### config.mk
export PLATFORM = sky130hd
export DESIGN_NAME = sd_command_sequencer
export DESIGN_NICKNAME = d
export VERILOG_FILES = /design/src/rtl/sd_cmd_pkg.sv /design/src/rtl/sd_wait_counter.sv /design/src/rtl/sd_command_sequencer.sv
export SDC_FILE = /design/constraint.sdc
export NUM_CORES = 1
export LEC_CHECK = 0
export CORE_AREA = 2 2 103 85
export DETAILED_ROUTE_END_ITERATION = 8
export DIE_AREA = 0 0 105 87
export GPL_TIMING_DRIVEN = 0
export PLACE_DENSITY = 0.73
export SLEW_MARGIN = 20
export SYNTH_ARGS = -nofsm -noshare
export SYNTH_HDL_FRONTEND = slang
export SYNTH_SLANG_ARGS = --single-unit
### constraint.sdc
create_clock -name clk400 -period 3.2 [get_ports clk400]
set_clock_uncertainty 0.15 [all_clocks]
set_input_delay 0.64 -clock clk400 [delete_from_list [all_inputs] [get_ports clk400]]
set_output_delay 0.64 -clock clk400 [all_outputs]
set_load 0.1 [all_outputs]
### src/rtl/sd_cmd_pkg.sv
// sd_cmd_pkg: command indices, R1 codes, arguments and state type shared by the SD command sequencer
package sd_cmd_pkg;

    localparam logic [5:0] CMD0   = 6'd0;
    localparam logic [5:0] CMD16  = 6'd16;
    localparam logic [5:0] CMD17  = 6'd17;
    localparam logic [5:0] CMD55  = 6'd55;
    localparam logic [5:0] ACMD41 = 6'd41;

    localparam logic [7:0] R1_READY = 8'h00;
    localparam logic [7:0] R1_IDLE  = 8'h01;

    localparam logic [31:0] ACMD41_HCS_ARG = 32'h4000_0000;
    localparam logic [31:0] BLOCK_LEN      = 32'd512;

    typedef enum logic [2:0] {
        ST_POWERUP,
        ST_ISSUE,
        ST_WAIT,
        ST_EVAL,
        ST_READY,
        ST_ERROR
    } state_t;

endpackage

### src/rtl/sd_wait_counter.sv
// sd_wait_counter: loadable down-counter that stops at zero and flags it
module sd_wait_counter #(
    parameter int WIDTH = 16
) (
    input  logic             clk400,
    input  logic             reset,
    input  logic             load,
    input  logic [WIDTH-1:0] loadValue,
    input  logic             enable,
    output logic             zero
);

    logic [WIDTH-1:0] count;

    assign zero = (count == '0);

    // load has priority; otherwise count down while enabled, holding at zero
    always_ff @(posedge clk400) begin
        if (!reset)
            count <= '0;
        else if (load)
            count <= loadValue;
        else if (enable && !zero)
            count <= count - 1'b1;
    end

endmodule

### src/rtl/sd_command_sequencer.sv
// sd_command_sequencer: SPI-mode SD init sequence followed by CMD17 single-block reads
module sd_command_sequencer
    import sd_cmd_pkg::*;
#(
    parameter int POWERUP_CYCLES = 80,
    parameter int RETRY_MAX      = 255
) (
    input  logic        clk400,
    input  logic        reset,
    input  logic        readReq,
    input  logic [31:0] readAddr,
    output logic        readBusy,
    output logic        readDone,
    output logic        readError,
    output logic        initDone,
    output logic        initError,
    output logic [7:0]  lastResponse,
    output logic [5:0]  command,
    output logic [31:0] argument,
    output logic        startCommand,
    input  logic        commandDone,
    input  logic [7:0]  response
);

    // the load happens one edge into POWERUP and the zero test costs one more edge
    localparam logic [15:0] POWERUP_LOAD = 16'(POWERUP_CYCLES - 2);

    state_t      state;
    logic        armed;
    logic        waitZero;
    logic [7:0]  retry;
    logic [7:0]  retryNext;
    logic        exhausted;
    logic        go;
    logic        toReady;
    logic [5:0]  nextCommand;
    logic [31:0] nextArgument;

    sd_wait_counter #(.WIDTH(16)) powerupTimer (
        .clk400    (clk400),
        .reset     (reset),
        .load      (state == ST_POWERUP && !armed),
        .loadValue (POWERUP_LOAD),
        .enable    (state == ST_POWERUP),
        .zero      (waitZero)
    );

    assign retryNext = (retry == 8'hFF) ? retry : retry + 8'd1;
    assign exhausted = {24'd0, retryNext} >= 32'(RETRY_MAX);

    // decide where the R1 of the command just completed leads
    always_comb begin
        go           = 1'b0;
        toReady      = 1'b0;
        nextCommand  = CMD55;
        nextArgument = '0;
        case (command)
            CMD0:    go = (response == R1_IDLE);
            CMD55: begin
                go           = (response == R1_READY) || (response == R1_IDLE);
                nextCommand  = ACMD41;
                nextArgument = ACMD41_HCS_ARG;
            end
            ACMD41: begin
                go           = (response == R1_READY) || (response == R1_IDLE && !exhausted);
                nextCommand  = (response == R1_READY) ? CMD16 : CMD55;
                nextArgument = (response == R1_READY) ? BLOCK_LEN : '0;
            end
            CMD16:   toReady = (response == R1_READY);
            CMD17:   toReady = 1'b1;
            default: ;
        endcase
    end

    // sequencer FSM with all executor and host outputs registered
    always_ff @(posedge clk400) begin
        if (!reset) begin
            state        <= ST_POWERUP;
            armed        <= 1'b0;
            retry        <= '0;
            command      <= '0;
            argument     <= '0;
            startCommand <= 1'b0;
            readBusy     <= 1'b0;
            readDone     <= 1'b0;
            readError    <= 1'b0;
            initDone     <= 1'b0;
            initError    <= 1'b0;
            lastResponse <= 8'hFF;
        end else begin
            startCommand <= 1'b0;
            readDone     <= 1'b0;
            case (state)
                ST_POWERUP: begin
                    armed <= 1'b1;
                    if (armed && waitZero) begin
                        state        <= ST_ISSUE;
                        command      <= CMD0;
                        argument     <= '0;
                        startCommand <= 1'b1;
                        retry        <= '0;
                    end
                end
                ST_ISSUE: state <= ST_WAIT;
                ST_WAIT:  if (commandDone) state <= ST_EVAL;
                ST_EVAL: begin
                    lastResponse <= response;
                    if (command == ACMD41 && response == R1_IDLE)
                        retry <= retryNext;
                    if (command == CMD17) begin
                        readDone  <= 1'b1;
                        readError <= (response != R1_READY);
                        readBusy  <= 1'b0;
                    end
                    if (toReady) begin
                        state    <= ST_READY;
                        initDone <= 1'b1;
                    end else if (go) begin
                        state        <= ST_ISSUE;
                        command      <= nextCommand;
                        argument     <= nextArgument;
                        startCommand <= 1'b1;
                    end else begin
                        state     <= ST_ERROR;
                        initError <= 1'b1;
                        command   <= '0;
                        argument  <= '0;
                    end
                end
                ST_READY: if (readReq) begin
                    readError    <= 1'b0;
                    readBusy     <= 1'b1;
                    state        <= ST_ISSUE;
                    command      <= CMD17;
                    argument     <= readAddr;
                    startCommand <= 1'b1;
                end
                default: ;
            endcase
        end
    end

endmodule
### Word-level counts from Yosys, hierarchy flattened

Index checks and enable logic that the tools add are counted.

* add/sub/neg operators: 2
* order comparisons: 1
* equal/unequal tests: 16
* multiplexer cells: 40
* bitwise gates (word level): 3
* reduce and logical (&&, ||, !) cells: 28

Operators by type and width (number)
* $mux 32: 4
* $pmux 32 s3: 1
* $pmux 31 s2: 1
* $mux 6: 5
* $mux 8: 3
* $pmux 6 s3: 1
* $logic_not 16->1: 1
* $pmux 8 s2: 1
* $sub 16x1->16 const B: 1
* $mux 3: 5
* $pmux 3 s5: 1
* $mux 7: 2
* $eq 6x5->1 const B: 2
* $eq 6x6->1 const B: 2
* $ne 2x2->1 const B: 6
* $pmux 6 s2: 1
* $mux 10: 1
* $mux 1: 9
* $reduce_and 3->1: 3
* $add 8x1->8 const B: 1
* $eq 8x1->1 const B: 1
* $eq 8x8->1 const B: 1
* $ge 8x8->1 const B: 1
* $logic_not 8->1: 1
* 18 further kinds: 35

* register bits: 80
* bits of input ports: 44
* output and inout port bits: 52
* word-level logic and storage cells: 104

### Logic depth before layout (Yosys ltp)

Gate-level depths: netlist of run 1.

* word-level depth: 10
* mapped depth: 9
* gate-level depth less buffers: 8

### Cells and area by module

A second synthesis of run 1 with hierarchy kept.

* cells, all modules: 462
* area total of the unflattened synthesis: 3791.1 um^2

Modules (own cells, without submodules)
* sd_command_sequencer: instances 1, cells an instance 348, area each 2869.0 um^2, sequential area each 1261.2 um^2
* sd_wait_counter: instances 1, cells an instance 114, area each 922.1 um^2, sequential area each 320.3 um^2

### Least setup slack after synthesis of run 1

Ideal clock, no wire load.

* path type: input port to flip-flop
* start point: in response[4]
* end point: reg retry[5]
* setup time: 0.070 ns
* arrival: 2.674 ns
* data required time: 2.980 ns
* setup slack: 0.306 ns
* stages on the path: 6
* path buffers: 0
* cells stage by stage: or4_4 -> or4_4 -> nor4_4 -> a31oi_4 -> or4_1 -> a21oi_1

* cells in the longest elaborated chain, start to end: 4

RTL lines
* start: declaration: RTL line sd_command_sequencer.sv:22 `input logic [7:0] response`
* $eq 8x1->1: RTL line sd_command_sequencer.sv:108 `if (command == ACMD41 && response == R1_IDLE)`
* $logic_and 1x1->1: RTL line sd_command_sequencer.sv:108
* $ne 2x2->1 (no source line)
* $reduce_and 3->1 (no source line)
* end signal: assignment: RTL line sd_command_sequencer.sv:109 `retry <= retryNext;`
* end: declaration: RTL line sd_command_sequencer.sv:31 `logic [7:0] retry;`

No other way between the ends.
A chain may end at the register's enable or synchronous reset.

### Worst setup path in the final report of run 1

Same ends and word-level chain as after synthesis.

==> results of run 1 <==
==> report_power, final <==
part / leakage [nW] / switching (mW) / internal (mW)
Sequential: 0.640 / 0.126 / 1.10
Clock: 0.109 / 0.351 / 0.422
Combinational: 0.940 / 1.03 / 0.659
==> per-layer routing <==
metal  track usage (%)  vias up
li1                  -     1759
met1              30.8     1640
met2              33.1      110
met3              6.43       19
met4              7.03        0
met5                 0        -
==> area by class of cell <==
type	instances	area [um2]	share of cell area, %
Multi-Input combinational cell	321	1880	38.5
Sequential cell	79	1580	32.3
Timing Repair Buffer	94	941	19.2
Clock buffer	13	169	3.45
Tap cell	112	140	2.86
Buffer	28	115	2.35
Clock inverter	3	40.0	0.818
Inverter	7	26.3	0.537
==> cells by family (layout without fill, tap and decap cells) <==
family | Yosys count | after routing | share of synthesized area, %
adder cells (fa/ha/maj) | 2 | 2 | 0.695
AND/OR/NAND/NOR | 210 | 210 | 32.0
flip-flops | 79 | 79 | 43.9
buffers and inverters | 35 | 145 | 3.93
AO/OA/AOI/OAI | 94 | 94 | 15.8
XOR/XNOR | 15 | 15 | 3.65
==> state kept, by name, summed over array words and instances, names as in the netlist <==
register            flops
argument               32
readDone                1
readError               1
powerupTimer.count     16
state                   3
command                 5
armed                   1
initError               1
startCommand            1
lastResponse            8
initDone                1
readBusy                1
retry                   8
==> timing repair <==
item	4_1_cts	5_1_grt
endpoints found under the setup margin	0	3
setup buffers	0	0
resized for setup	0	1
==> synth_stat cells (2+ instances only) <==
| cell type | number |
|---|---|
| dfxtp_1 | 79 |
| a21oi_1 | 53 |
| nand3_1 | 50 |
| nand2b_1 | 39 |
| nand2_1 | 36 |
| nor2_1 | 31 |
| clkbuf_1 | 22 |
| o21ai_0 | 10 |
| xor2_1 | 10 |
| a31oi_1 | 7 |
| nor4_1 | 7 |
| or3_1 | 7 |
| inv_1 | 6 |
| buf_2 | 5 |
| nor3_1 | 5 |
| nor3b_1 | 5 |
| xnor2_1 | 5 |
| and3_1 | 4 |
| nor4b_1 | 4 |
| or4_1 | 4 |
| a211oi_1 | 3 |
| nand4_1 | 3 |
| o211ai_1 | 3 |
| and2_1 | 2 |
| and4_1 | 2 |
| ha_1 | 2 |
| nand4b_1 | 2 |
| o21ai_1 | 2 |
| o22ai_1 | 2 |
| or4_4 | 2 |
==> worst max path at each step <==
stage / startpoint / endpoint / cells after the start
after floorplan: response[4] / retry[5]$_SDFFE_PN0P_ / 6
after global placement: response[4] / retry[5]$_SDFFE_PN0P_ / 7
after detailed placement: response[4] / retry[5]$_SDFFE_PN0P_ / 7
after CTS: response[4] / retry[5]$_SDFFE_PN0P_ / 7
after global routing: powerupTimer.count[7]$_SDFFE_PP0P_ / argument[20]$_SDFFE_PN0P_ / 7
final: response[4] / retry[5]$_SDFFE_PN0P_ / 7
==> critical path, cell delays in order <==
cell and delay [ps]:
clkdlybuf4s50_1 420, or4_4 540, or4_4 460, nor4_4 320, a31oi_4 120, or4_1 530
a21oi_1 140
==> impl_metrics.json, run 1 <==
{
  "outcome": "finished clean",
  "drtAntennaViolNets": 0,
  "ys_warn_count": 0,
  "hold_depth": 2,
  "worstRegToRegCells": 7,
  "fin_nets": 586,
  "first_pass_iters": 5,
  "design.core.area_um2": 8180,
  "antenna_found_initial": 0,
  "die_x_um": 105,
  "maxCapViolations": 0,
  "syn-num-nets": 481,
  "final_cell_mix": "clkdlybuf4s50_1 (94), dfxtp_1 (79), a21oi_1 (53)",
  "dpl_worst_slack_ps": -295,
  "rows": 30,
  "worstMarginPinSlew_ps": 1000,
  "drc": 0,
  "mostFrequentLayoutCell": "clkdlybuf4s50_1",
  "syn2layout_area_growth_pct": 36.0,
  "ys_async_sr_fraction_pct": 0,
  "setup_viol": 0,
  "ys_ff_latch": 79,
  "fin_crit_sh_pct": 94.6,
  "route.met3.wl_um": 663,
  "dp_hpwl_um": 7110,
  "synth_area_leader_cell": "dfxtp_1",
  "clk_path_buf_depth": 2,
  "fin_hold_ws_ps": 320,
  "grt_pass1_vias": 3292,
  "synthFlopType": "dfxtp_1",
  "start_util_pct": 44.0,
  "worst_slack_ps": 172,
  "cts_sinks": 79,
  "io_buffers": 94,
  "track_usage_pct": 22.1,
  "rr_endpoint": "argument[20]$_SDFFE_PN0P_",
  "critPathMaxFanout": 10,
  "insertion_delay_ps": 360,
  "fin_area_um2": 4900,
  "min_period_ps": 3030,
  "end_kind": "flip-flop",
  "setup_tns_ps": 0,
  "final_cell_count_no_fill": 657,
  "slew_headroom_pct": 32.9,
  "synth_area_per_cell_um2": 8.28,
  "worstPathArrival_ps": 3170,
  "die_h_um": 87,
  "crit_type": "input port to flip-flop",
  "gp_congestion": 0.868,
  "ctsHtreeMaxLevel": 3,
  "die_area_um2": 9140,
  "ir_drop_v": 0.000362,
  "slew_viol_final": 0,
  "routed_wirelength_um": 9810,
  "cts.clk_slew.worst_paths_ps": 70,
  "min_to": "readError$_SDFFE_PN0P_",
  "p_leak_nw": 1.69,
  "synth_top_area_share_pct": 43.9,
  "required_ps": 3340,
  "hold_class": "flip-flop to flip-flop",
  "grt_pass1_wl_um": 16200,
  "antenna_cells": 0,
  "hold_start": "readError$_SDFFE_PN0P_",
  "synth.area.top_cells": "dfxtp_1 (44%), a21oi_1 (7.4%), nand3_1 (7.0%)",
  "start_kind": "input port",
  "fin_util_pct": 59.8,
  "ys_seq_area_share_pct": 43.9,
  "netlist_instances": 435,
  "cts_tree": "done",
  "grt_max_degree": 13,
  "wl_met2_um": 4320,
  "ff2ff_setup_slack_ps": 210,
  "drt_iter0_drc": 209,
  "synth-edff-count": 0,
  "totalPowerFinal_mw": 3.68,
  "cts_buffers": 9,
  "cts_root_buf": "clkbuf_8",
  "grt_overflow": 0,
  "rsz0062_at_grt": "no",
  "p_per_area_nw_per_um2": 752,
  "postCtsHoldBufs": 0,
  "placed_area_um2": 4680,
  "syn-cell-area_um2": 3600,
  "n_fill_cell": 763,
  "drive_above_1_share_pct": 5.50,
  "highest-signal-layer": "met4",
  "via_per_inst": 5.37,
  "max_freq_mhz": 330,
  "num_vias": 3528,
  "synth_cell_type_count": 53,
  "met1_length_um": 4690,
  "rr_startpoint": "powerupTimer.count[7]$_SDFFE_PP0P_",
  "dp_cells": 641,
  "routedWlPerCell_um": 14.9,
  "ios": 96,
  "hold_viol": 0
}
No activity file was read; power rests on OpenSTA's default activity.
==> inputs of run 2 (changes only) <==
CAP_MARGIN = 10   (was unset)
SLEW_MARGIN = 10   (was 20)
==> results of run 2 <==
Same layout as run 1: the final DEF is identical, and so are final timing and power.
